### config.mk
export PLATFORM = sky130hd
export DESIGN_NAME = sram_arbiter
export DESIGN_NICKNAME = d
export VERILOG_FILES = /design/src/rtl/sram_arbiter_pkg.sv /design/src/rtl/sram_arbiter.sv
export SDC_FILE = /design/constraint.sdc
export NUM_CORES = 1
export LEC_CHECK = 0
export CAP_MARGIN = 20
export CORE_AREA = 2 2 153 155
export DETAILED_ROUTE_END_ITERATION = 6
export DIE_AREA = 0 0 155 157
export PLACE_DENSITY = 0.56
export SYNTH_ARGS = -nofsm -noshare
export SYNTH_HDL_FRONTEND = slang
export SYNTH_SLANG_ARGS = --single-unit
### constraint.sdc
create_clock -name clk -period 4.3 [get_ports clk]
set_input_delay 0.43 -clock clk [delete_from_list [all_inputs] [get_ports clk]]
set_output_delay 0.43 -clock clk [all_outputs]
set_load 0.01 [all_outputs]
### src/rtl/sram_arbiter_pkg.sv
// Shared types and constants for the SRAM arbiter: state encodings, the
// address/data widths, and the round-robin pick function.
package sram_arbiter_pkg;

  localparam int ADDRESS_LEN   = 32;
  localparam int REGISTER_LEN  = 32;
  localparam int SRAM_LINE_LEN = 64;

  typedef enum logic [1:0] {
    ARB_IDLE = 2'd0,
    ARB_BUSY = 2'd1,
    ARB_DONE = 2'd2
  } arb_state_e;

  // Returns the index of the winning port. If only one port is requesting,
  // that port wins. If both are requesting, the port that was not served
  // last wins, so two busy requesters alternate.
  function automatic logic rr_pick(input logic req0, input logic req1,
                                   input logic last_grant);
    logic win;
    if (req0 && req1) begin
      win = ~last_grant;
    end else begin
      win = req1;
    end
    return win;
  endfunction

endpackage

### src/rtl/sram_arbiter.sv
// Two-port round-robin arbiter in front of a single SRAM controller.
// The owner's address, store data and operation are captured when the grant
// is made. The SRAM's completion pulse and read line are steered only to the
// owning port. A one-cycle DONE gap keeps the enables low so the controller
// can return to idle between transfers.
module sram_arbiter
  import sram_arbiter_pkg::*;
#(
  parameter int ADDR_W  = ADDRESS_LEN,
  parameter int WDATA_W = REGISTER_LEN,
  parameter int RDATA_W = SRAM_LINE_LEN
) (
  input  logic               clk,
  input  logic               rst,
  // port 0: data cache
  input  logic               p0_read_en,
  input  logic               p0_write_en,
  input  logic [ADDR_W-1:0]  p0_addr,
  input  logic [WDATA_W-1:0] p0_st_val,
  output logic [RDATA_W-1:0] p0_read_data,
  output logic               p0_ready,
  // port 1: instruction fetch
  input  logic               p1_read_en,
  input  logic               p1_write_en,
  input  logic [ADDR_W-1:0]  p1_addr,
  input  logic [WDATA_W-1:0] p1_st_val,
  output logic [RDATA_W-1:0] p1_read_data,
  output logic               p1_ready,
  // SRAM controller side
  output logic               sram_read_en,
  output logic               sram_write_en,
  output logic [ADDR_W-1:0]  sram_addr,
  output logic [WDATA_W-1:0] sram_st_val,
  input  logic [RDATA_W-1:0] sram_read_data,
  input  logic               sram_ready,
  output logic               busy
);

  arb_state_e         state_q, state_d;
  logic               last_grant_q, last_grant_d;
  logic               gnt_q, gnt_d;
  logic [ADDR_W-1:0]  addr_q, addr_d;
  logic [WDATA_W-1:0] st_val_q, st_val_d;
  logic               op_write_q, op_write_d;

  logic req0, req1, win;

  assign req0 = p0_read_en | p0_write_en;
  assign req1 = p1_read_en | p1_write_en;

  // State and latched-request registers. On reset, last_grant goes to 1 so
  // that port 0 wins the first tie.
  always_ff @(posedge clk) begin
    if (rst) begin
      state_q      <= ARB_IDLE;
      last_grant_q <= 1'b1;
      gnt_q        <= 1'b0;
      addr_q       <= '0;
      st_val_q     <= '0;
      op_write_q   <= 1'b0;
    end else begin
      state_q      <= state_d;
      last_grant_q <= last_grant_d;
      gnt_q        <= gnt_d;
      addr_q       <= addr_d;
      st_val_q     <= st_val_d;
      op_write_q   <= op_write_d;
    end
  end

  // Next-state logic. In IDLE it arbitrates and captures the winner's
  // request. In BUSY it waits for SRAM completion. DONE always returns to
  // IDLE, and any request seen in DONE is ignored.
  always_comb begin
    state_d      = state_q;
    last_grant_d = last_grant_q;
    gnt_d        = gnt_q;
    addr_d       = addr_q;
    st_val_d     = st_val_q;
    op_write_d   = op_write_q;
    win          = 1'b0;
    unique case (state_q)
      ARB_IDLE: begin
        if (req0 || req1) begin
          win        = rr_pick(req0, req1, last_grant_q);
          gnt_d      = win;
          addr_d     = win ? p1_addr : p0_addr;
          st_val_d   = win ? p1_st_val : p0_st_val;
          // If read and write are both asserted, the operation is a write.
          op_write_d = win ? p1_write_en : p0_write_en;
          state_d    = ARB_BUSY;
        end
      end
      ARB_BUSY: begin
        if (sram_ready) begin
          last_grant_d = gnt_q;
          state_d      = ARB_DONE;
        end
      end
      ARB_DONE: begin
        state_d = ARB_IDLE;
      end
      default: begin
        state_d = ARB_IDLE;
      end
    endcase
  end

  // Output logic. The enables follow the latched operation only while BUSY.
  // The completion pulse and read line pass through combinationally to the
  // owning port and nowhere else.
  always_comb begin
    sram_read_en  = 1'b0;
    sram_write_en = 1'b0;
    sram_addr     = addr_q;
    sram_st_val   = st_val_q;
    p0_ready      = 1'b0;
    p1_ready      = 1'b0;
    p0_read_data  = '0;
    p1_read_data  = '0;
    busy          = (state_q != ARB_IDLE);
    if (state_q == ARB_BUSY) begin
      sram_read_en  = ~op_write_q;
      sram_write_en = op_write_q;
      if (sram_ready) begin
        if (gnt_q) begin
          p1_ready     = 1'b1;
          p1_read_data = sram_read_data;
        end else begin
          p0_ready     = 1'b1;
          p0_read_data = sram_read_data;
        end
      end
    end
  end

endmodule

==> results.yml, run 1 <==
floorplanning:
  die_area_mm2: 0.0243
  start_util_pct: 19.9
  dieWidth_um: 155
  core_area_mm2: 0.0225
  fp.dieH_um: 157
  io_pins: 396
  fp-row-count: 55
placed_design:
  io_buffers: 395
  place.gp.congestion: 0.846
  dp_hpwl_um: 19600
  place_inst: 1171
global_route:
  grt.overflow.total: 0
  grt_use_total_pct: 20.2
  grt_pass1_vias: 5567
  grt_max_degree: 70
  grt_antenna_before_repair: 5
  grt_pass1_wl_um: 36500
clock_tree:
  cts_buffers: 9
  cts.path.max_buffers: 2
  insertion_delay_ns: 0.35
  post-cts-setup-buffers: 0
  cts_tree: "done"
  htree_levels: 3
  root_buffer: "clkbuf_16"
  clock-sinks: 69
  postCtsHoldBufs: 0
  clkTransAtPathRegs_ns: 0.06
  ctsResizeCount: 0
timing:
  rsz0062_at_grt: "no"
  tightest_slew_ns: 1.02
  period_share_pct: 73.2
  slew_headroom_pct: 31.9
  maxSlewViolCount: 0
  final-hold-violation-count: 0
  setup-tns-final_ns: 0
  setup_viol: 0
  maxClockFrequency_mhz: 318
  fin_crit_ns: 3.15
  holdWs_ns: 0.528
  fin_skew_ns: 0.0125
cells_and_area:
  syn_to_final_growth_pct: 99.7
  final_cell_mix: "394 x clkdlybuf4s50_1, 129 x and2_1, 69 x dfxtp_1"
  num-fill-cells: 2317
  regArea_mm2: 0.00138
  finalNonFillerCells: 1190
  drive_gt1_share_pct: 9.76
  multi_input_area_mm2: 0.00282
  final_core_utilization_pct: 39.8
  final_common_cell: "clkdlybuf4s50_1"
  finalNetCount: 1096
worst_setup_path:
  critPathCaptureType: "output port"
  slowest_stage: "nor2_4"
  worstSetupPathType: "in2out"
  crit_buf_inv: 3
  worstPathCellList: "clkdlybuf4s50_1 -> nand3b_1 -> nor2_4 -> buf_4 -> and2_1 -> clkdlybuf4s50_1"
  cp_common_cell: "clkdlybuf4s50_1"
  critical-path-top-delay-family: "buffers and inverters"
  crit_fanout: 39
  worstPathArrival_ns: 2.72
  critPathRequiredTime_ns: 3.87
  max_stage_delay_ns: 0.58
  startpoint_type: "input pin"
route:
  wirelength_um: 25700
  drt-pass1-iter-count: 4
  ant_nets: 0
  vias: 5657
  viasPerCell: 4.75
  drt_iter0_drc: 250
  post-route-drc-count: 0
  avgRoutedWirePerCell_um: 21.6
power:
  power_density_mw_per_mm2: 284
  ir_drop_mv: 0.174
  p_leak_nw: 3.09
  power_mw: 2.55
logic_synthesis:
  synth_top_area_share_pct: 30.8
  synthCells: 550
  yosysWarnings: 0
  yosys.area.top_type: "dfxtp_1"
  syn_nets: 749
  synth-seq-cells: 69
  synthTopCellsByArea: "dfxtp_1 31%, and2_1 18%, a311oi_2 17%"
  yosysSeqAreaShare_pct: 30.8
  ys_types: 23
  avgSynthCellArea_um2: 8.16
  synth_area_mm2: 0.00449
worst_hold_path:
  min_path_type: "reg2reg"
status:
  status: "completed"
job:
  maxCapViolCount: 0
-- Yosys cell counts, drive strengths merged --
library cell and number:
a21bo 1, and3 1, buf 12, o21ai 66
nand2 2, dfxtp 69, and2 130, clkbuf 59
a21oi 67, o21a 1, a311oi 65, or4 1
or2 1, nand2b 1, inv 1, nor2 4
a211o 1, nand3b 1, nor2b 2, nand3 65
-- layer usage --
| metal | up-vias | global-route usage (%) | routed length, um |
|---|---|---|---|
| li1 | 2703 | - | - |
| met1 | 2653 | 23.1 | 9780 |
| met2 | 269 | 36.7 | 13400 |
| met3 | 30 | 5.40 | 1980 |
| met4 | 2 | 5.95 | 539 |
| met5 | - | 0 | 13 |
-- metrics by stage --
| step | instance area [um^2] | setup WS (ns) |
|---|---|---|
| after CTS | 8960 | 1.11 |
| after global routing | 8960 | 0.929 |
| final | 8960 | 1.15 |
| after global placement | 8620 | 1.21 |
| after detailed placement | 8620 | 1.12 |
| after floorplan | 4490 | 2.50 |
-- worst min-delay path, cell delays in order (launching register included) --
cell,delay (ns)
dfxtp_1,0.31
a21oi_1,0.11
a311oi_1,0.06
-- state kept, by name, summed over array words and instances, names as in the netlist --
| name | flops |
|---|---|
| sram_addr | 32 |
| state_q | 2 |
| sram_st_val | 32 |
| op_write_q | 1 |
| gnt_q | 1 |
| last_grant_q | 1 |
-- worst paths after layout --
path              depth (start not counted)  slack [ns]         start                to
setup / recovery                          6        1.15    sram_ready  p0_read_data[60]
setup reg to reg                          4        2.35    state_q[1]   sram_st_val[27]
hold reg to reg                           2        0.53  sram_addr[2]      sram_addr[2]
hold / removal                            2        0.53  sram_addr[2]      sram_addr[2]
-- logic make-up (layout without fill, tap and decap cells) --
| group | after synthesis | count (layout) | synth area share (%) |
|---|---|---|---|
| AO/OA/AOI/OAI | 201 | 201 | 35.1 |
| other | 0 | 3 | 0 |
| buffers and inverters | 72 | 424 | 7.19 |
| flip-flops | 69 | 69 | 30.8 |
| AND/OR/NAND/NOR | 208 | 208 | 27.0 |
-- final cells by class --
| type | count | area share [%] |
|---|---|---|
| Antenna cell | 3 | 0.0837 |
| Clock buffer | 10 | 2.55 |
| Clock inverter | 6 | 1.24 |
| Inverter | 1 | 0.0419 |
| Multi-Input combinational cell | 409 | 31.5 |
| Sequential cell | 69 | 15.4 |
| Tap cell | 285 | 3.98 |
| Timing Repair Buffer | 407 | 45.2 |
-- power breakdown --
part | internal [mW] | leakage (nW) | switching [mW] | total (mW)
clock network | 0.567 | 0.163 | 0.310 | 0.877
registers | 0.720 | 0.574 | 0.0464 | 0.767
logic | 0.484 | 2.35 | 0.417 | 0.901
Power figures use the tool's default switching activity.
==> inputs of run 2 (changes only) <==
CORE_AREA = 2 2 152 154   (was 2 2 153 155)
DIE_AREA = 0 0 154 156   (was 0 0 155 157)
PLACE_DENSITY = 0.59   (was 0.56)
clock period = 2.56 ns   (was 4.3 ns; I/O delays follow)
==> run 2 against run 1 <==
Critical path depth decreased by 1. Power grew 61%. Flip-flop and latch count stayed put. Critical path type is now reg2out. Largest cell class unchanged. Largest power group unchanged.
==> results.yml, run 2 (same netlist as run 1, synthesis figures left out) <==
floorplanning:
  fp-row-count: 55
  io_pins: 396
  die_area_mm2: 0.0240
  start_util_pct: 20.1
  dieWidth_um: 154
  fp.dieH_um: 156
  core_area_mm2: 0.0224
timing:
  slew_headroom_pct: 57.2
  final-hold-violation-count: 0
  tightest_slew_ns: 0.642
  setup_viol: 0
  setup-tns-final_ns: 0
  rsz0062_at_grt: "no"
  fin_skew_ns: 0.00654
  fin_crit_ns: 2.43
  period_share_pct: 95.1
  maxSlewViolCount: 0
  holdWs_ns: 0.497
  maxClockFrequency_mhz: 411
route:
  drt-pass1-iter-count: 4
  drt_iter0_drc: 310
  ant_nets: 0
  viasPerCell: 4.67
  wirelength_um: 24900
  post-route-drc-count: 0
  avgRoutedWirePerCell_um: 20.7
  vias: 5609
cells_and_area:
  stdcell_area_mm2: 0.00906
  finalNonFillerCells: 1201
  drive_gt1_share_pct: 10.5
  final_core_utilization_pct: 40.5
  final_cell_mix: "392 x clkdlybuf4s50_1, 129 x and2_1, 69 x dfxtp_1"
  syn_to_final_growth_pct: 102
  final_common_cell: "clkdlybuf4s50_1"
  finalNetCount: 1102
clock_tree:
  cts_tree: "done"
  cts.path.max_buffers: 2
  htree_levels: 3
  clkTransAtPathRegs_ns: 0.06
  postCtsHoldBufs: 0
  root_buffer: "clkbuf_16"
  post-cts-setup-buffers: 0
  cts_buffers: 9
  clock-sinks: 69
  ctsResizeCount: 0
  insertion_delay_ns: 0.34
global_route:
  grt_pass1_vias: 5633
  grt_max_degree: 67
  grt_use_total_pct: 19.6
  grt_antenna_before_repair: 8
  grt_pass1_wl_um: 35600
  grt.overflow.total: 0
power:
  comb_power_share_pct: 37.7
  ir_drop_mv: 0.340
  power_density_mw_per_mm2: 453
  clkPwrFrac_pct: 30.9
  p_leak_nw: 3.13
  power.internal_mw: 2.83
  switching_power_mw: 1.27
  swShare_pct: 31.0
  p_seq_share_pct: 31.4
worst_setup_path:
  startpoint_type: "flop"
  worstPathArrival_ns: 2.18
  crit_fanout: 55
  critPathCaptureType: "output port"
  critPathRequiredTime_ns: 2.30
  worstSetupPathType: "reg2out"
placed_design:
  place_inst: 1177
  io_buffers: 395
  place.gp.congestion: 0.807
  place_area_mm2: 0.00874
  dp_hpwl_um: 19000
status:
  status: "completed"
worst_hold_path:
  min_path_type: "in2reg"
job:
  maxCapViolCount: 0
run 2: cell count changes in the layout (fill, tap and decap cells not counted):
| cell | change |
|---|---|
| clkinv_4 | -1 |
| buf_4 | +1 |
| clkbuf_1 | +1 |
| diode_2 | +5 |
| clkdlybuf4s50_1 | -2 |
| buf_12 | +7 |
| clkbuf_8 | +1 |
| clkinv_2 | +1 |
| bufinv_16 | -2 |
run 2: power by group through the flow:
stage	Combinational, mW	Clock [mW]	Sequential (mW)
3_3_place_gp	1.56	0	1.31
3_5_place_dp	1.56	0	1.31
5_1_grt	1.66	1.34	1.30
6_report	1.55	1.27	1.29
2_1_floorplan	0.614	0	1.36
4_1_cts	1.57	1.29	1.29
run 2: path summary, 6_finish.rpt:
kind | from | to | slack, ns | cells after the start
worst max-delay path | state_q[0] | p1_read_data[1] | 0.13 | 5
worst min-delay path | rst | sram_st_val[3] | 0.50 | 2
worst max register to register | last_grant_q | sram_addr[6] | 0.94 | 4
worst min register to register | sram_st_val[30] | sram_st_val[30] | 0.52 | 2
run 2: layout make-up:
type	count	area [um^2]
timing repair buffer	413	4180
tap	285	357
inverter	1	3.75
clock inverter	4	47.5
fill	2253	13300
clock buffer	12	246
antenna	8	20.0
sequential	69	1380
multi-input combinational	409	2820
run 2: critical path, stage by stage, from the launching register on:
cell,delay (ns)
dfxtp_1,0.39
nor2b_1,0.25
and3_2,0.26
buf_12,0.21
and2_1,0.18
clkdlybuf4s50_1,0.54
run 2: layer usage:
layer | GRT usage [%] | vias up | part of all wire, %
met5 | 0 | - | 0
met4 | 11.2 | 0 | 4.8
met3 | 5.42 | 38 | 7.3
met2 | 33.6 | 275 | 50
met1 | 22.0 | 2582 | 38
li1 | - | 2714 | -
run 2: per-stage QoR:
step	worst slack, ns	power (mW)
after global routing	0.000160	4.30
after CTS	0.112	4.15
final	0.126	4.10
after floorplan	0.932	1.97
after detailed placement	0.165	2.87
after global placement	0.195	2.87
==> inputs of run 3 (changes only) <==
ABC_AREA = 0   (was default)
==> results of run 3 <==
The final DEF is identical to that of run 2; final timing and power are the same.
